**src/rtl/float2fix_iter_if.sv**
```systemverilog
// Handshake bundle for the float-to-fixed converter: float request in, fixed result out.
interface float2fix_iter_if;
    logic        in_valid;
    logic        in_ready;
    logic [31:0] float_in;
    logic [4:0]  fixpointpos;
    logic        out_valid;
    logic        out_ready;
    logic [31:0] fix_out;
    logic        overflow;
    logic        inexact;
    logic        invalid;

    // Converter side.
    modport slave (
        input  in_valid, float_in, fixpointpos, out_ready,
        output in_ready, out_valid, fix_out, overflow, inexact, invalid
    );

    // Producer/consumer side.
    modport master (
        output in_valid, float_in, fixpointpos, out_ready,
        input  in_ready, out_valid, fix_out, overflow, inexact, invalid
    );
endinterface

```
**src/rtl/float2fix_iter.sv**
```systemverilog
// Iterative IEEE-754 single to saturated signed 32-bit fixed-point converter.
// The mantissa is shifted one bit per cycle instead of through a barrel shifter.
module float2fix_iter (
    input  logic              clk,
    input  logic              rst,
    float2fix_iter_if.slave   bus_io
);

    typedef enum logic [2:0] {StIdle, StDecode, StShift, StPack, StDone} state_e;

    state_e      state_q;
    logic [31:0] float_q;
    logic [4:0]  pos_q;
    logic [31:0] mag_q;
    logic [4:0]  cnt_q;
    logic        left_q;
    logic        sticky_q;
    logic        sat_q;
    logic        nan_q;
    logic        in_ready_q;
    logic        out_valid_q;
    logic [31:0] fix_q;
    logic        ovf_q;
    logic        inx_q;
    logic        inv_q;

    logic [7:0]        exp_w;
    logic [22:0]       frac_w;
    logic signed [9:0] shift_w;
    logic              min_neg_w;

    // Classify the captured operand and derive the signed shift amount.
    always_comb begin
        exp_w     = float_q[30:23];
        frac_w    = float_q[22:0];
        shift_w   = $signed({2'b00, exp_w}) - 10'sd150 + $signed({5'b00000, pos_q});
        // -2^31 is the one magnitude at s=8 that still fits.
        min_neg_w = float_q[31] && (frac_w == 23'd0) && (shift_w == 10'sd8);
    end

    // Control FSM with the shift datapath and registered results.
    always_ff @(posedge clk or negedge rst) begin
        if (!rst) begin
            state_q     <= StIdle;
            float_q     <= 32'd0;
            pos_q       <= 5'd0;
            mag_q       <= 32'd0;
            cnt_q       <= 5'd0;
            left_q      <= 1'b0;
            sticky_q    <= 1'b0;
            sat_q       <= 1'b0;
            nan_q       <= 1'b0;
            in_ready_q  <= 1'b1;
            out_valid_q <= 1'b0;
            fix_q       <= 32'd0;
            ovf_q       <= 1'b0;
            inx_q       <= 1'b0;
            inv_q       <= 1'b0;
        end else begin
            unique case (state_q)
                StIdle: begin
                    if (bus_io.in_valid) begin
                        float_q    <= bus_io.float_in;
                        pos_q      <= bus_io.fixpointpos;
                        in_ready_q <= 1'b0;
                        state_q    <= StDecode;
                    end
                end
                StDecode: begin
                    mag_q    <= 32'd0;
                    sticky_q <= 1'b0;
                    sat_q    <= 1'b0;
                    nan_q    <= 1'b0;
                    state_q  <= StPack;
                    if (exp_w == 8'hff) begin
                        if (frac_w != 23'd0) nan_q <= 1'b1;
                        else                 sat_q <= 1'b1;
                    end else if (exp_w == 8'h00) begin
                        sticky_q <= |frac_w;
                    end else if (shift_w >= 10'sd8) begin
                        if (min_neg_w) mag_q <= 32'h8000_0000;
                        else           sat_q <= 1'b1;
                    end else if (shift_w < -10'sd24) begin
                        sticky_q <= 1'b1;
                    end else if (shift_w >= 10'sd0) begin
                        mag_q  <= {8'd0, 1'b1, frac_w};
                        left_q <= 1'b1;
                        cnt_q  <= shift_w[4:0];
                        if (shift_w != 10'sd0) state_q <= StShift;
                    end else begin
                        mag_q   <= {8'd0, 1'b1, frac_w};
                        left_q  <= 1'b0;
                        cnt_q   <= 5'd0 - shift_w[4:0];
                        state_q <= StShift;
                    end
                end
                StShift: begin
                    if (left_q) begin
                        mag_q <= mag_q << 1;
                    end else begin
                        mag_q    <= mag_q >> 1;
                        sticky_q <= sticky_q | mag_q[0];
                    end
                    cnt_q <= cnt_q - 5'd1;
                    if (cnt_q == 5'd1) state_q <= StPack;
                end
                StPack: begin
                    if (nan_q) begin
                        fix_q <= 32'd0;
                    end else if (sat_q) begin
                        fix_q <= float_q[31] ? 32'h8000_0000 : 32'h7fff_ffff;
                    end else begin
                        fix_q <= float_q[31] ? (32'd0 - mag_q) : mag_q;
                    end
                    ovf_q       <= sat_q;
                    inv_q       <= nan_q;
                    inx_q       <= sticky_q && !nan_q && !sat_q;
                    out_valid_q <= 1'b1;
                    state_q     <= StDone;
                end
                StDone: begin
                    if (bus_io.out_ready) begin
                        out_valid_q <= 1'b0;
                        in_ready_q  <= 1'b1;
                        state_q     <= StIdle;
                    end
                end
                default: state_q <= StIdle;
            endcase
        end
    end

    assign bus_io.in_ready  = in_ready_q;
    assign bus_io.out_valid = out_valid_q;
    assign bus_io.fix_out   = fix_q;
    assign bus_io.overflow  = ovf_q;
    assign bus_io.inexact   = inx_q;
    assign bus_io.invalid   = inv_q;

endmodule
```
**src/flat_wrapper.sv**
```systemverilog
// flat-port wrapper written by rule: the top's interface ports become plain ports
module float2fix_iter_flat 
  (clk, rst, bus_io_in_valid, bus_io_float_in, bus_io_fixpointpos, bus_io_out_ready, bus_io_in_ready, bus_io_out_valid, bus_io_fix_out, bus_io_overflow, bus_io_inexact, bus_io_invalid);
  float2fix_iter_if bus_io_i ();
  input  logic clk;
  input  logic rst;
  input wire logic [$bits(bus_io_i.in_valid)-1:0] bus_io_in_valid;
  input wire logic [$bits(bus_io_i.float_in)-1:0] bus_io_float_in;
  input wire logic [$bits(bus_io_i.fixpointpos)-1:0] bus_io_fixpointpos;
  input wire logic [$bits(bus_io_i.out_ready)-1:0] bus_io_out_ready;
  output wire logic [$bits(bus_io_i.in_ready)-1:0] bus_io_in_ready;
  output wire logic [$bits(bus_io_i.out_valid)-1:0] bus_io_out_valid;
  output wire logic [$bits(bus_io_i.fix_out)-1:0] bus_io_fix_out;
  output wire logic [$bits(bus_io_i.overflow)-1:0] bus_io_overflow;
  output wire logic [$bits(bus_io_i.inexact)-1:0] bus_io_inexact;
  output wire logic [$bits(bus_io_i.invalid)-1:0] bus_io_invalid;
  assign bus_io_i.in_valid = bus_io_in_valid;
  assign bus_io_i.float_in = bus_io_float_in;
  assign bus_io_i.fixpointpos = bus_io_fixpointpos;
  assign bus_io_i.out_ready = bus_io_out_ready;
  assign bus_io_in_ready = bus_io_i.in_ready;
  assign bus_io_out_valid = bus_io_i.out_valid;
  assign bus_io_fix_out = bus_io_i.fix_out;
  assign bus_io_overflow = bus_io_i.overflow;
  assign bus_io_inexact = bus_io_i.inexact;
  assign bus_io_invalid = bus_io_i.invalid;
  float2fix_iter u_core (.clk(clk), .rst(rst), .bus_io(bus_io_i));
endmodule
```
**config.mk**
```make
export PLATFORM = sky130hd
export DESIGN_NAME = float2fix_iter_flat
export DESIGN_NICKNAME = d
export VERILOG_FILES = /design/src/rtl/float2fix_iter_if.sv /design/src/rtl/float2fix_iter.sv /design/src/flat_wrapper.sv
export SDC_FILE = /design/constraint.sdc
export NUM_CORES = 1
export LEC_CHECK = 0
export BUFFER_PORTS_ARGS = -buffer_cell sky130_fd_sc_hd__buf_2
export CORE_MARGIN = 10
export CORE_UTILIZATION = 59
export DETAILED_ROUTE_END_ITERATION = 16
export PLACE_DENSITY_LB_ADDON = 0.15
export RECOVER_POWER = 25
export SETUP_SLACK_MARGIN = 0.02
export SLEW_MARGIN = 10
export SYNTH_ARGS = -nofsm -noshare
export SYNTH_HDL_FRONTEND = slang
export SYNTH_SLANG_ARGS = --single-unit
```
**constraint.sdc**
```tcl
create_clock -name clk -period 4.3 [get_ports clk]
set_input_delay 0.215 -clock clk [delete_from_list [all_inputs] [get_ports clk]]
set_output_delay 0.215 -clock clk [all_outputs]
set_load 0.05 [all_outputs]
```
==> run_summary.xml <==
<?xml version="1.0" encoding="UTF-8"?>
<metrics>
  <group name="cells_and_area">
    <metric name="seqCellArea" unit="mm2">0.00295</metric>
    <metric name="most-common-layout-cells" unit="">dfrtp_1, buf_2, nand2_1, nor2_1, a21oi_1</metric>
    <metric name="nets" unit="">809</metric>
    <metric name="flow.area_growth_from_synthesis" unit="%">21.3</metric>
    <metric name="insertedDiodeCount" unit="">0</metric>
    <metric name="filler_instances" unit="">784</metric>
    <metric name="mostFrequentLayoutCell" unit="">dfrtp_1</metric>
    <metric name="final_layout_size_suffix_gt1_share" unit="%">21.0</metric>
    <metric name="footprint_of_the_multi_input_gates" unit="mm2">0.00331</metric>
  </group>
  <group name="drt">
    <metric name="wl_per_cell" unit="um">17.9</metric>
    <metric name="drt_pre_antenna_iters" unit="">6</metric>
    <metric name="ant_nets" unit="">0</metric>
    <metric name="postRouteWirelength" unit="mm">16.3</metric>
    <metric name="drcViolationCount" unit="">0</metric>
    <metric name="vias_per_cell" unit="">5.95</metric>
    <metric name="total_via_count_after_detailed_routing" unit="">5418</metric>
    <metric name="met1_length" unit="mm">7.55</metric>
    <metric name="dr_iter_0_viols" unit="">711</metric>
    <metric name="met3RoutedLength" unit="mm">1.00</metric>
    <metric name="route.top_layer_used" unit="">met4</metric>
    <metric name="wl_met2" unit="mm">7.51</metric>
  </group>
  <group name="critical_path">
    <metric name="startpoint_type" unit="">flip-flop</metric>
    <metric name="setup.worst_path.start" unit="">u_core.float_q[24]</metric>
    <metric name="crit_required" unit="ns">4.71</metric>
    <metric name="critPathMostFrequentCell" unit="">ha_1</metric>
    <metric name="end_kind" unit="">flip-flop</metric>
    <metric name="r2r_end" unit="">u_core.cnt_q[2]</metric>
    <metric name="ff2ff_path_depth" unit="">12</metric>
    <metric name="critPathCapture" unit="">u_core.cnt_q[2]</metric>
    <metric name="crit_slowest_cell" unit="">o31ai_2</metric>
    <metric name="cp_data_arrival_time" unit="ns">4.03</metric>
    <metric name="rrSetupSlack" unit="ns">0.69</metric>
    <metric name="path_cells" unit="">ha_1 &gt; xnor2_1 &gt; ha_1 &gt; o21ai_0 &gt; o21bai_1 &gt; a21oi_1 &gt; o31ai_2 &gt; and4_1 &gt; o2bb2ai_2 &gt; buf_4 &gt; nor2_1 &gt; a211o_1</metric>
    <metric name="worst_r2r_startpoint" unit="">u_core.float_q[24]</metric>
    <metric name="critPathKind" unit="">flip-flop to flip-flop</metric>
    <metric name="timing.critical_path.slowest_cell_delay" unit="ns">0.55</metric>
    <metric name="maximum_fanout_along_the_worst_path" unit="">33</metric>
  </group>
  <group name="sta">
    <metric name="period_share" unit="%">84.0</metric>
    <metric name="slew_violations" unit="">68</metric>
    <metric name="setup_viol_count_final" unit="">0</metric>
    <metric name="clock.fmax" unit="MHz">277</metric>
    <metric name="worst_pin_slew" unit="ns">1.83</metric>
    <metric name="setup_tns" unit="ns">0</metric>
    <metric name="final.min_clock_period" unit="ns">3.61</metric>
    <metric name="finalClockSkew" unit="ns">0.00892</metric>
    <metric name="slew-limit-headroom" unit="%">-21.8</metric>
    <metric name="unrepaired_setup_endpoints_after_global_routing" unit="">no</metric>
    <metric name="finalHoldViolations" unit="">0</metric>
  </group>
  <group name="global_route">
    <metric name="grt_remaining_overflow" unit="">0</metric>
    <metric name="grt_pass1_vias" unit="">5296</metric>
    <metric name="grt_max_degree" unit="">55</metric>
    <metric name="grt_antenna_before_repair" unit="">0</metric>
    <metric name="wire_length_of_the_first_global_routing_pass" unit="mm">27.3</metric>
    <metric name="gr-usage-all-layers" unit="%">20.7</metric>
  </group>
  <group name="flow_run">
    <metric name="maxCapViolCount" unit="">2</metric>
  </group>
  <group name="worst_hold_path">
    <metric name="hold_path.class" unit="">input port to flip-flop</metric>
  </group>
  <group name="floorplanning">
    <metric name="num_io_pins" unit="">78</metric>
    <metric name="initial_core_util" unit="%">60.2</metric>
    <metric name="core.rowCount" unit="">38</metric>
    <metric name="dieHeight" unit="um">125</metric>
    <metric name="floorplan.core_area" unit="mm2">0.0108</metric>
    <metric name="dieWidth" unit="um">125</metric>
    <metric name="fp.dieArea" unit="mm2">0.0156</metric>
  </group>
  <group name="synth">
    <metric name="syn_area" unit="mm2">0.00650</metric>
    <metric name="yosysSeqAreaShare" unit="%">45.5</metric>
    <metric name="postSynthCellCount" unit="">665</metric>
    <metric name="synth_enable_flop_cells" unit="">0</metric>
    <metric name="synth.lib_cells_used.distinct" unit="">63</metric>
    <metric name="post_synth.cell_area_avg" unit="um2">9.77</metric>
    <metric name="ys.flop_type" unit="">dfrtp_1</metric>
    <metric name="seq_cells_post_synth" unit="">118</metric>
    <metric name="synth_fp_nets" unit="">717</metric>
    <metric name="yosys_warnings" unit="">0</metric>
    <metric name="synth_async_reset_ratio" unit="%">100</metric>
  </group>
  <group name="cts">
    <metric name="htreeDepth" unit="">4</metric>
    <metric name="cts_buffers" unit="">17</metric>
    <metric name="cts_tree" unit="">yes</metric>
    <metric name="library_cell_used_as_clock_root_buffer" unit="">clkbuf_8</metric>
    <metric name="worstSkewPairLatency" unit="ns">0.53</metric>
    <metric name="cts_max_path_buffers" unit="">2</metric>
    <metric name="cts_repair_resize_count" unit="">0</metric>
    <metric name="cts_sink_count" unit="">118</metric>
    <metric name="worst_setup_hold_path_clk_slew" unit="ns">0.06</metric>
  </group>
  <group name="run_status">
    <metric name="violated_checks" unit="">max-capacitance violations, max-slew violations</metric>
    <metric name="run_status" unit="">finished, violations left</metric>
  </group>
  <group name="place">
    <metric name="gpl_congestion" unit="">0.914</metric>
    <metric name="dp_hpwl" unit="mm">11.2</metric>
    <metric name="placement.io_buffers" unit="">77</metric>
  </group>
</metrics>
## registers in the layout (all words and copies together), names as in the netlist
name                     cells
u_core.bus_io.fix_out       32
u_core.bus_io.in_ready       1
u_core.bus_io.inexact        1
u_core.bus_io.invalid        1
u_core.bus_io.out_valid      1
u_core.bus_io.overflow       1
u_core.cnt_q                 5
u_core.float_q              32
u_core.left_q                1
u_core.mag_q                32
u_core.nan_q                 1
u_core.pos_q                 5
u_core.sat_q                 1
u_core.state_q               3
u_core.sticky_q              1
## logic make-up after synthesis
group | Yosys count | share of synthesized area [%]
simple gates | 188 | 14.2
compound gates | 176 | 17.7
flops | 118 | 45.5
mux | 65 | 10.7
buf+inv | 63 | 3.89
xor+xnor | 44 | 5.93
fa+ha+maj | 11 | 2.23
## what timing repair did
action | CTS | global route
hold buffers | 39 | 0
setup endpoints to repair | 0 | 0
hold endpoints to repair | 70 | 0
buffers inserted | 0 | 0
## area by class of cell
type	count	share of cell area [%]
Multi-Input combinational cell	484	41.9
Sequential cell	118	37.5
Timing Repair Buffer	123	10.4
Clock buffer	19	5.48
Tap cell	140	2.22
Clock inverter	13	1.87
Inverter	13	0.619
## Yosys cell counts, types with 10 or more instances
cell type  instances  share of area (%)
a21oi_1           49                3.8
a221oi_1          22                3.0
clkbuf_1          36                2.1
dfrtp_1          117                 45
ha_1              10                1.9
inv_1             12               0.69
mux2_2            35                6.1
mux2i_1           30                4.6
nand2_1           66                3.8
nand3_1           11               0.85
nor2_1            54                3.1
nor3_1            11               0.85
o21ai_0           48                3.7
xnor2_1           30                4.0
xor2_1            14                1.9
## critical path: cells and delay by family (launching register included)
kind,cells,cell delay (ns)
compound gates,6,1.47
xor+xnor,1,0.15
simple gates,2,0.40
buf+inv,1,0.32
fa+ha+maj,2,0.69
flops,1,0.47
## worst min-delay path by stage
stage	startpoint	end	slack (ns)	cells after the start
after floorplan	rst	u_core.bus_io.fix_out[0]	-0.08	0
after global placement	rst	u_core.bus_io.fix_out[29]	0.18	1
after global routing	bus_io_in_valid	u_core.state_q[0]	0.07	3
after detailed placement	rst	u_core.bus_io.fix_out[29]	0.18	1
final	bus_io_in_valid	u_core.state_q[0]	0.06	3
after CTS	bus_io_in_valid	u_core.state_q[0]	0.05	3
## through the flow
| stage | util [%] | cells | setup WS (ns) | cell area, um2 | hold WS (ns) |
|---|---|---|---|---|---|
| 6_report | 73.0 | 910 | 0.688 | 7880 | 0.0585 |
| 2_1_floorplan | - | 665 | 1.22 | 6500 | -0.0806 |
| 4_1_cts | 73.1 | 910 | 0.742 | 7890 | 0.0507 |
| 3_3_place_gp | 64.2 | 839 | 0.983 | 6920 | 0.178 |
| 5_1_grt | 73.0 | 910 | 0.448 | 7880 | 0.0676 |
| 3_5_place_dp | 64.2 | 839 | 0.746 | 6920 | 0.185 |
## metal layers
metal  GRT usage (%)  vias to the layer above
li1                -                     2586
met1            27.5                     2622
met2            31.7                      187
met3            6.08                       23
met4            7.05                        0
met5               0                        -
Power is not shown: default switching activity piles up to over one toggle a cycle in this logic, so the estimate is an artifact.
